==> src/rtl/muldiv_seq.sv <==
// Iterative unsigned MULTU/DIVU sequencer owning the HI/LO pair.
// One shift-add or restore-subtract step per clock; stalls the pipeline while busy.
module muldiv_seq #(
  parameter int WIDTH = 32
) (
  input  logic             clk,
  input  logic             rst_n,
  input  logic             start,
  input  logic [5:0]       funct,
  input  logic [WIDTH-1:0] op_a,
  input  logic [WIDTH-1:0] op_b,
  input  logic             rd_req,
  input  logic             flush,
  output logic             busy,
  output logic             done,
  output logic             stall,
  output logic [WIDTH-1:0] hi,
  output logic [WIDTH-1:0] lo
);

  localparam logic [5:0] FUNCT_MULTU = 6'b011001;
  localparam logic [5:0] FUNCT_DIVU  = 6'b011011;
  localparam logic [5:0] FUNCT_MTHI  = 6'b010001;
  localparam logic [5:0] FUNCT_MTLO  = 6'b010011;

  localparam int CW = (WIDTH > 1) ? $clog2(WIDTH) : 1;
  localparam logic [CW-1:0] LAST = CW'(WIDTH - 1);

  typedef enum logic [1:0] {IDLE, MUL, DIV, DONE} stateT;

  stateT              stateQ, stateD;
  logic [CW-1:0]      countQ, countD;
  logic [2*WIDTH-1:0] prodQ, prodD;
  logic [WIDTH-1:0]   remQ, remD;
  logic [WIDTH-1:0]   quotQ, quotD;
  logic [WIDTH-1:0]   operandQ, operandD;
  logic [WIDTH-1:0]   hiQ, hiD;
  logic [WIDTH-1:0]   loQ, loD;

  logic [WIDTH:0]     mulSum;
  logic [2*WIDTH-1:0] mulNext;
  logic [WIDTH:0]     divShift;
  logic               divGe;
  logic [WIDTH-1:0]   divDiff;
  logic [WIDTH-1:0]   remNext;
  logic [WIDTH-1:0]   quotNext;
  logic               accept;

  always_ff @(posedge clk) begin
    if (!rst_n) begin
      stateQ   <= IDLE;
      countQ   <= '0;
      prodQ    <= '0;
      remQ     <= '0;
      quotQ    <= '0;
      operandQ <= '0;
      hiQ      <= '0;
      loQ      <= '0;
    end else begin
      stateQ   <= stateD;
      countQ   <= countD;
      prodQ    <= prodD;
      remQ     <= remD;
      quotQ    <= quotD;
      operandQ <= operandD;
      hiQ      <= hiD;
      loQ      <= loD;
    end
  end

  // operandQ holds the multiplicand during MUL and the divisor during DIV
  always_comb begin
    stateD   = stateQ;
    countD   = countQ;
    prodD    = prodQ;
    remD     = remQ;
    quotD    = quotQ;
    operandD = operandQ;
    hiD      = hiQ;
    loD      = loQ;

    mulSum   = {1'b0, prodQ[2*WIDTH-1:WIDTH]} + {1'b0, (prodQ[0] ? operandQ : {WIDTH{1'b0}})};
    mulNext  = {mulSum, prodQ[WIDTH-1:1]};

    divShift = {remQ, quotQ[WIDTH-1]};
    divGe    = (divShift >= {1'b0, operandQ});
    divDiff  = divShift[WIDTH-1:0] - operandQ;
    remNext  = divGe ? divDiff : divShift[WIDTH-1:0];
    quotNext = {quotQ[WIDTH-2:0], divGe};

    accept   = start && !flush && ((stateQ == IDLE) || (stateQ == DONE));

    case (stateQ)
      MUL: begin
        prodD  = mulNext;
        countD = countQ + CW'(1);
        if (countQ == LAST) begin
          hiD    = mulNext[2*WIDTH-1:WIDTH];
          loD    = mulNext[WIDTH-1:0];
          countD = '0;
          stateD = DONE;
        end
      end
      DIV: begin
        remD   = remNext;
        quotD  = quotNext;
        countD = countQ + CW'(1);
        if (countQ == LAST) begin
          hiD    = remNext;
          loD    = quotNext;
          countD = '0;
          stateD = DONE;
        end
      end
      default: begin
        stateD = IDLE;
        if (accept) begin
          case (funct)
            FUNCT_MULTU: begin
              stateD   = MUL;
              countD   = '0;
              prodD    = {{WIDTH{1'b0}}, op_b};
              operandD = op_a;
            end
            FUNCT_DIVU: begin
              // Divide-by-zero completes immediately with the conventional all-ones quotient
              if (op_b == '0) begin
                stateD = DONE;
                loD    = '1;
                hiD    = op_a;
              end else begin
                stateD   = DIV;
                countD   = '0;
                remD     = '0;
                quotD    = op_a;
                operandD = op_b;
              end
            end
            FUNCT_MTHI: hiD = op_a;
            FUNCT_MTLO: loD = op_a;
            default: ;
          endcase
        end
      end
    endcase

    if (flush) begin
      stateD = IDLE;
      countD = '0;
      hiD    = hiQ;
      loD    = loQ;
    end
  end

  assign busy  = (stateQ == MUL) || (stateQ == DIV);
  assign done  = (stateQ == DONE);
  assign stall = busy && (rd_req || start);
  assign hi    = hiQ;
  assign lo    = loQ;

endmodule

==> config.mk <==
export PLATFORM = sky130hd
export DESIGN_NAME = muldiv_seq
export DESIGN_NICKNAME = d
export VERILOG_FILES = /design/src/rtl/muldiv_seq.sv
export SDC_FILE = /design/constraint.sdc
export NUM_CORES = 1
export LEC_CHECK = 0
export CORE_MARGIN = 4
export CORE_UTILIZATION = 57
export CTS_CLUSTER_SIZE = 30
export DETAILED_ROUTE_END_ITERATION = 16
export PLACE_DENSITY = 0.84
export RECOVER_POWER = 50
export SLEW_MARGIN = 5
export SYNTH_ARGS = -nofsm -noshare
export SYNTH_HDL_FRONTEND = slang
export SYNTH_SLANG_ARGS = --single-unit
export TNS_END_PERCENT = 5
==> constraint.sdc <==
create_clock -name clk -period 7 [get_ports clk]
set_clock_uncertainty 0.1 [all_clocks]
set_input_delay 1.4 -clock clk [delete_from_list [all_inputs] [get_ports clk]]
set_output_delay 1.4 -clock clk [all_outputs]
set_load 0.01 [all_outputs]
==> impl_metrics.prom <==
# TYPE chip_impl_metric gauge
chip_impl_metric{name="relSlewSlack",unit="%"} -55.3
chip_impl_metric{name="crit_arrival",unit="ns"} 6.07
chip_impl_metric{name="synthesis.instances",unit=""} 1848
chip_impl_metric{name="initialDrtViolationCount",unit=""} 1706
chip_impl_metric{name="wire_length_of_the_first_global_routing_pass",unit="um"} 75900
chip_impl_metric{name="postSynthRegisterBits",unit=""} 231
chip_impl_info{name="timing.critical_path.cells",value="dlygate4sd3_1 -> clkbuf_1 -> inv_6 -> clkbuf_2 -> or3_1 -> o21ai_0"} 1
chip_impl_metric{name="timing_worst_slew_pin_value",unit="ns"} 2.33
chip_impl_info{name="violated_checks",value="capacitance limit, slew limit"} 1
chip_impl_metric{name="finish.net_count",unit=""} 2041
chip_impl_metric{name="post_cts_buffers",unit=""} 0
chip_impl_metric{name="share_of_synthesized_registers_carrying_an_async_set_or_reset",unit="%"} 0
chip_impl_metric{name="synth_warnings",unit=""} 0
chip_impl_info{name="critical-path-slowest-cell",value="clkbuf_1"} 1
chip_impl_metric{name="leakage",unit="uW"} 0.00671
chip_impl_metric{name="drv_cap",unit=""} 4
chip_impl_metric{name="report.final.hold_viol_count",unit=""} 0
chip_impl_info{name="startpoint_type",value="primary input"} 1
chip_impl_metric{name="clk_path_buf_depth",unit=""} 3
chip_impl_info{name="post_synth_top_area_cell",value="dfxtp_1"} 1
chip_impl_info{name="synth-main-ff-cell",value="dfxtp_1"} 1
chip_impl_metric{name="die_w",unit="um"} 168
chip_impl_metric{name="dr_total_vias",unit=""} 14900
chip_impl_metric{name="io-pin-count",unit=""} 142
chip_impl_info{name="post_synth_most_frequent_cells",value="231 x dfxtp_1, 214 x nor2_1, 167 x a21oi_1"} 1
chip_impl_metric{name="numCtsBuffers",unit=""} 26
chip_impl_info{name="critical_path.endpoint_type",value="register"} 1
chip_impl_metric{name="hpwl",unit="um"} 34600
chip_impl_metric{name="synth-edff-count",unit=""} 0
chip_impl_metric{name="hold_fix_buffer_count_after_cts",unit=""} 0
chip_impl_info{name="timing.critical_path.to",value="hi[16]"} 1
chip_impl_metric{name="chipHeight",unit="um"} 168
chip_impl_metric{name="cts_resized",unit=""} 0
chip_impl_metric{name="clk-insertion-delay-late",unit="ns"} 0.54
chip_impl_info{name="cts-root-buf",value="clkbuf_16"} 1
chip_impl_metric{name="timing.final.setup_violations",unit=""} 0
chip_impl_metric{name="setup.reg_to_reg.worst_slack",unit="ns"} 1.89
chip_impl_metric{name="post-route-worst-setup-slack",unit="ns"} 1.29
chip_impl_info{name="rsz0062_at_grt",value="no"} 1
chip_impl_metric{name="globalRouteOverflowTotal",unit=""} 0
chip_impl_metric{name="fin_area",unit="um^2"} 17100
chip_impl_metric{name="rows",unit=""} 58
chip_impl_metric{name="final_cycle_utilization_of_the_critical_path",unit="%"} 81.6
chip_impl_metric{name="syn_area",unit="um^2"} 14700
chip_impl_metric{name="power.ir.vdd_worst",unit="mV"} 0.194
chip_impl_metric{name="pwr_density_cell",unit="nW/um^2"} 183
chip_impl_metric{name="postRouteAntennaNets",unit=""} 0
chip_impl_metric{name="holdWs",unit="ns"} 0.359
chip_impl_metric{name="grt_usage",unit="%"} 32.6
chip_impl_metric{name="fmaxAchievable",unit="MHz"} 175
chip_impl_info{name="cts_tree",value="yes"} 1
chip_impl_metric{name="grt_max_degree",unit=""} 109
chip_impl_metric{name="n_antenna_cell",unit=""} 0
chip_impl_metric{name="dr.pass1.iters",unit=""} 6
chip_impl_info{name="synthTopCellsByArea",value="dfxtp_1 32%, mux2i_1 8.1%, ha_1 5.9%"} 1
chip_impl_info{name="worst_hold_path_type",value="register to register"} 1
chip_impl_metric{name="layout.core_utilization",unit="%"} 67.6
chip_impl_metric{name="part_of_the_yosys_area_used_for_sequential_elements",unit="%"} 31.5
chip_impl_metric{name="total_cell_area_at_the_placement_stage",unit="um^2"} 16100
chip_impl_metric{name="slowest_delay",unit="ns"} 1.48
chip_impl_metric{name="drt-total-wl",unit="um"} 48600
chip_impl_metric{name="routabilityCongestion",unit=""} 0.962
chip_impl_metric{name="initial_utilization",unit="%"} 58.1
chip_impl_metric{name="fraction_of_final_layout_cells_with_drive_strength_greater_than_1",unit="%"} 5.33
chip_impl_metric{name="r2r.worst_path.cells",unit=""} 11
chip_impl_info{name="yosysMostFrequentCell",value="dfxtp_1"} 1
chip_impl_metric{name="core",unit="um^2"} 25300
chip_impl_metric{name="worstPathMaxFanout",unit=""} 108
chip_impl_metric{name="synthDistinctLibCells",unit=""} 88
chip_impl_metric{name="syn-mean-instance-area",unit="um^2"} 7.94
chip_impl_metric{name="worst_path_buf_inv",unit=""} 4
chip_impl_metric{name="port_buffers",unit=""} 141
chip_impl_info{name="timing.rr.start",value="stateQ[0]"} 1
chip_impl_metric{name="timing.critical_path.depth",unit=""} 6
chip_impl_metric{name="number_of_max_slew_violations_in_the_final_report",unit=""} 206
chip_impl_metric{name="avgRoutedWirePerCell",unit="um"} 21.6
chip_impl_metric{name="worstPathRequired",unit="ns"} 7.35
chip_impl_metric{name="synth_top_cell_area_share",unit="%"} 31.5
chip_impl_info{name="worst_path_dominant_cell_family",value="buffers and inverters"} 1
chip_impl_metric{name="syn_nets",unit=""} 1994
chip_impl_metric{name="routed_via_density",unit=""} 6.65
chip_impl_metric{name="cts.clk_slew.worst_paths",unit="ns"} 0.06
chip_impl_metric{name="grt_pass1_vias",unit=""} 14100
chip_impl_metric{name="area_growth_syn_to_layout",unit="%"} 16.4
chip_impl_metric{name="min_period",unit="ns"} 5.71
chip_impl_metric{name="pre_cts_ws",unit="ns"} 1.88
chip_impl_metric{name="drc",unit=""} 0
chip_impl_info{name="timing.setup.critical_path_class",value="primary input to register"} 1
chip_impl_info{name="setup.worst_path.start",value="rst_n"} 1
chip_impl_metric{name="clock-sinks",unit=""} 231
chip_impl_metric{name="grt_antenna_before_repair",unit=""} 3
chip_impl_info{name="status",value="complete, but fails checks"} 1
chip_impl_metric{name="h-tree-depth",unit=""} 1
chip_impl_info{name="r2r-end",value="remQ[22]"} 1
chip_impl_metric{name="totalNegativeSetupSlack",unit="ns"} 0
chip_impl_info{name="worstHoldStart",value="prodQ[45]"} 1
chip_impl_metric{name="fp.dieArea",unit="um^2"} 28400
cells in the final DEF (no fill, tap or decap), types with 57 or more instances in the layout:
cell,Yosys,routed
dfxtp_1,231,231
o21ai_0,72,76
nor3_1,57,57
mux2i_1,118,118
ha_1,69,68
dlygate4sd3_1,0,67
inv_1,57,57
clkdlybuf4s50_1,0,74
nand2_1,123,122
a21oi_1,167,167
a211oi_1,101,101
nor2_1,214,212
final cells by class:
class,count,area (um^2)
clock buffers,34,772
clock inverters,14,205
fillers,2090,8180
inverters,58,223
multi-input cells,1424,9340
flip-flops and latches,231,4620
well taps,330,413
repair buffers,154,1500
per-stage QoR:
stage	std cells	power, uW
global placement	2197	1610
detailed placement	2197	1610
CTS	2245	3130
global route	2245	3210
floorplan	1848	1500
finish	2245	3130
layer usage:
layer  track usage [%]  wire [um]
met5                 0         33
met4              14.1       2380
met3              6.67       5210
met2              51.5      21600
met1              43.1      19400
worst min-delay path: stages (launching register included):
cell and delay (ns):
dfxtp_1 0.31, nand2_1 0.05, a21oi_1 0.05
worst min-delay path by stage:
| stage | cells past startpoint | to | slack, ns |
|---|---|---|---|
| finish | 2 | prodQ[45] | 0.36 |
| global route | 2 | prodQ[56] | 0.38 |
| CTS | 2 | prodQ[45] | 0.36 |
| detailed placement | 2 | prodQ[45] | 0.35 |
| global placement | 2 | prodQ[39] | 0.35 |
| floorplan | 2 | remQ[2] | 0.34 |
cell families (layout without fill, tap and decap cells):
logic type / after synthesis / count (layout) / synth area share, %
adder cells (fa/ha/maj): 71 / 71 / 6.16
AND/OR/NAND/NOR: 618 / 618 / 20.1
flip-flops: 231 / 231 / 31.5
XOR/XNOR: 48 / 48 / 2.87
AO/OA/AOI/OAI: 567 / 567 / 26.0
buffers and inverters: 193 / 260 / 5.15
multiplexers: 120 / 120 / 8.23
power breakdown:
| part | leakage [uW] | switching, uW | internal [uW] |
|---|---|---|---|
| sequential | 0.00186 | 6.05 | 1320 |
| combinational | 0.00436 | 157 | 107 |
| clock | 0.000486 | 580 | 960 |
| total | 0.00671 | 744 | 2390 |
state kept, by name, summed over array words and instances, names as in the netlist:
| name | cells |
|---|---|
| lo | 32 |
| countQ | 5 |
| remQ | 32 |
| prodQ | 64 |
| hi | 32 |
| quotQ | 32 |
| stateQ | 2 |
| operandQ | 32 |
(Power assumes the default switching activity.)
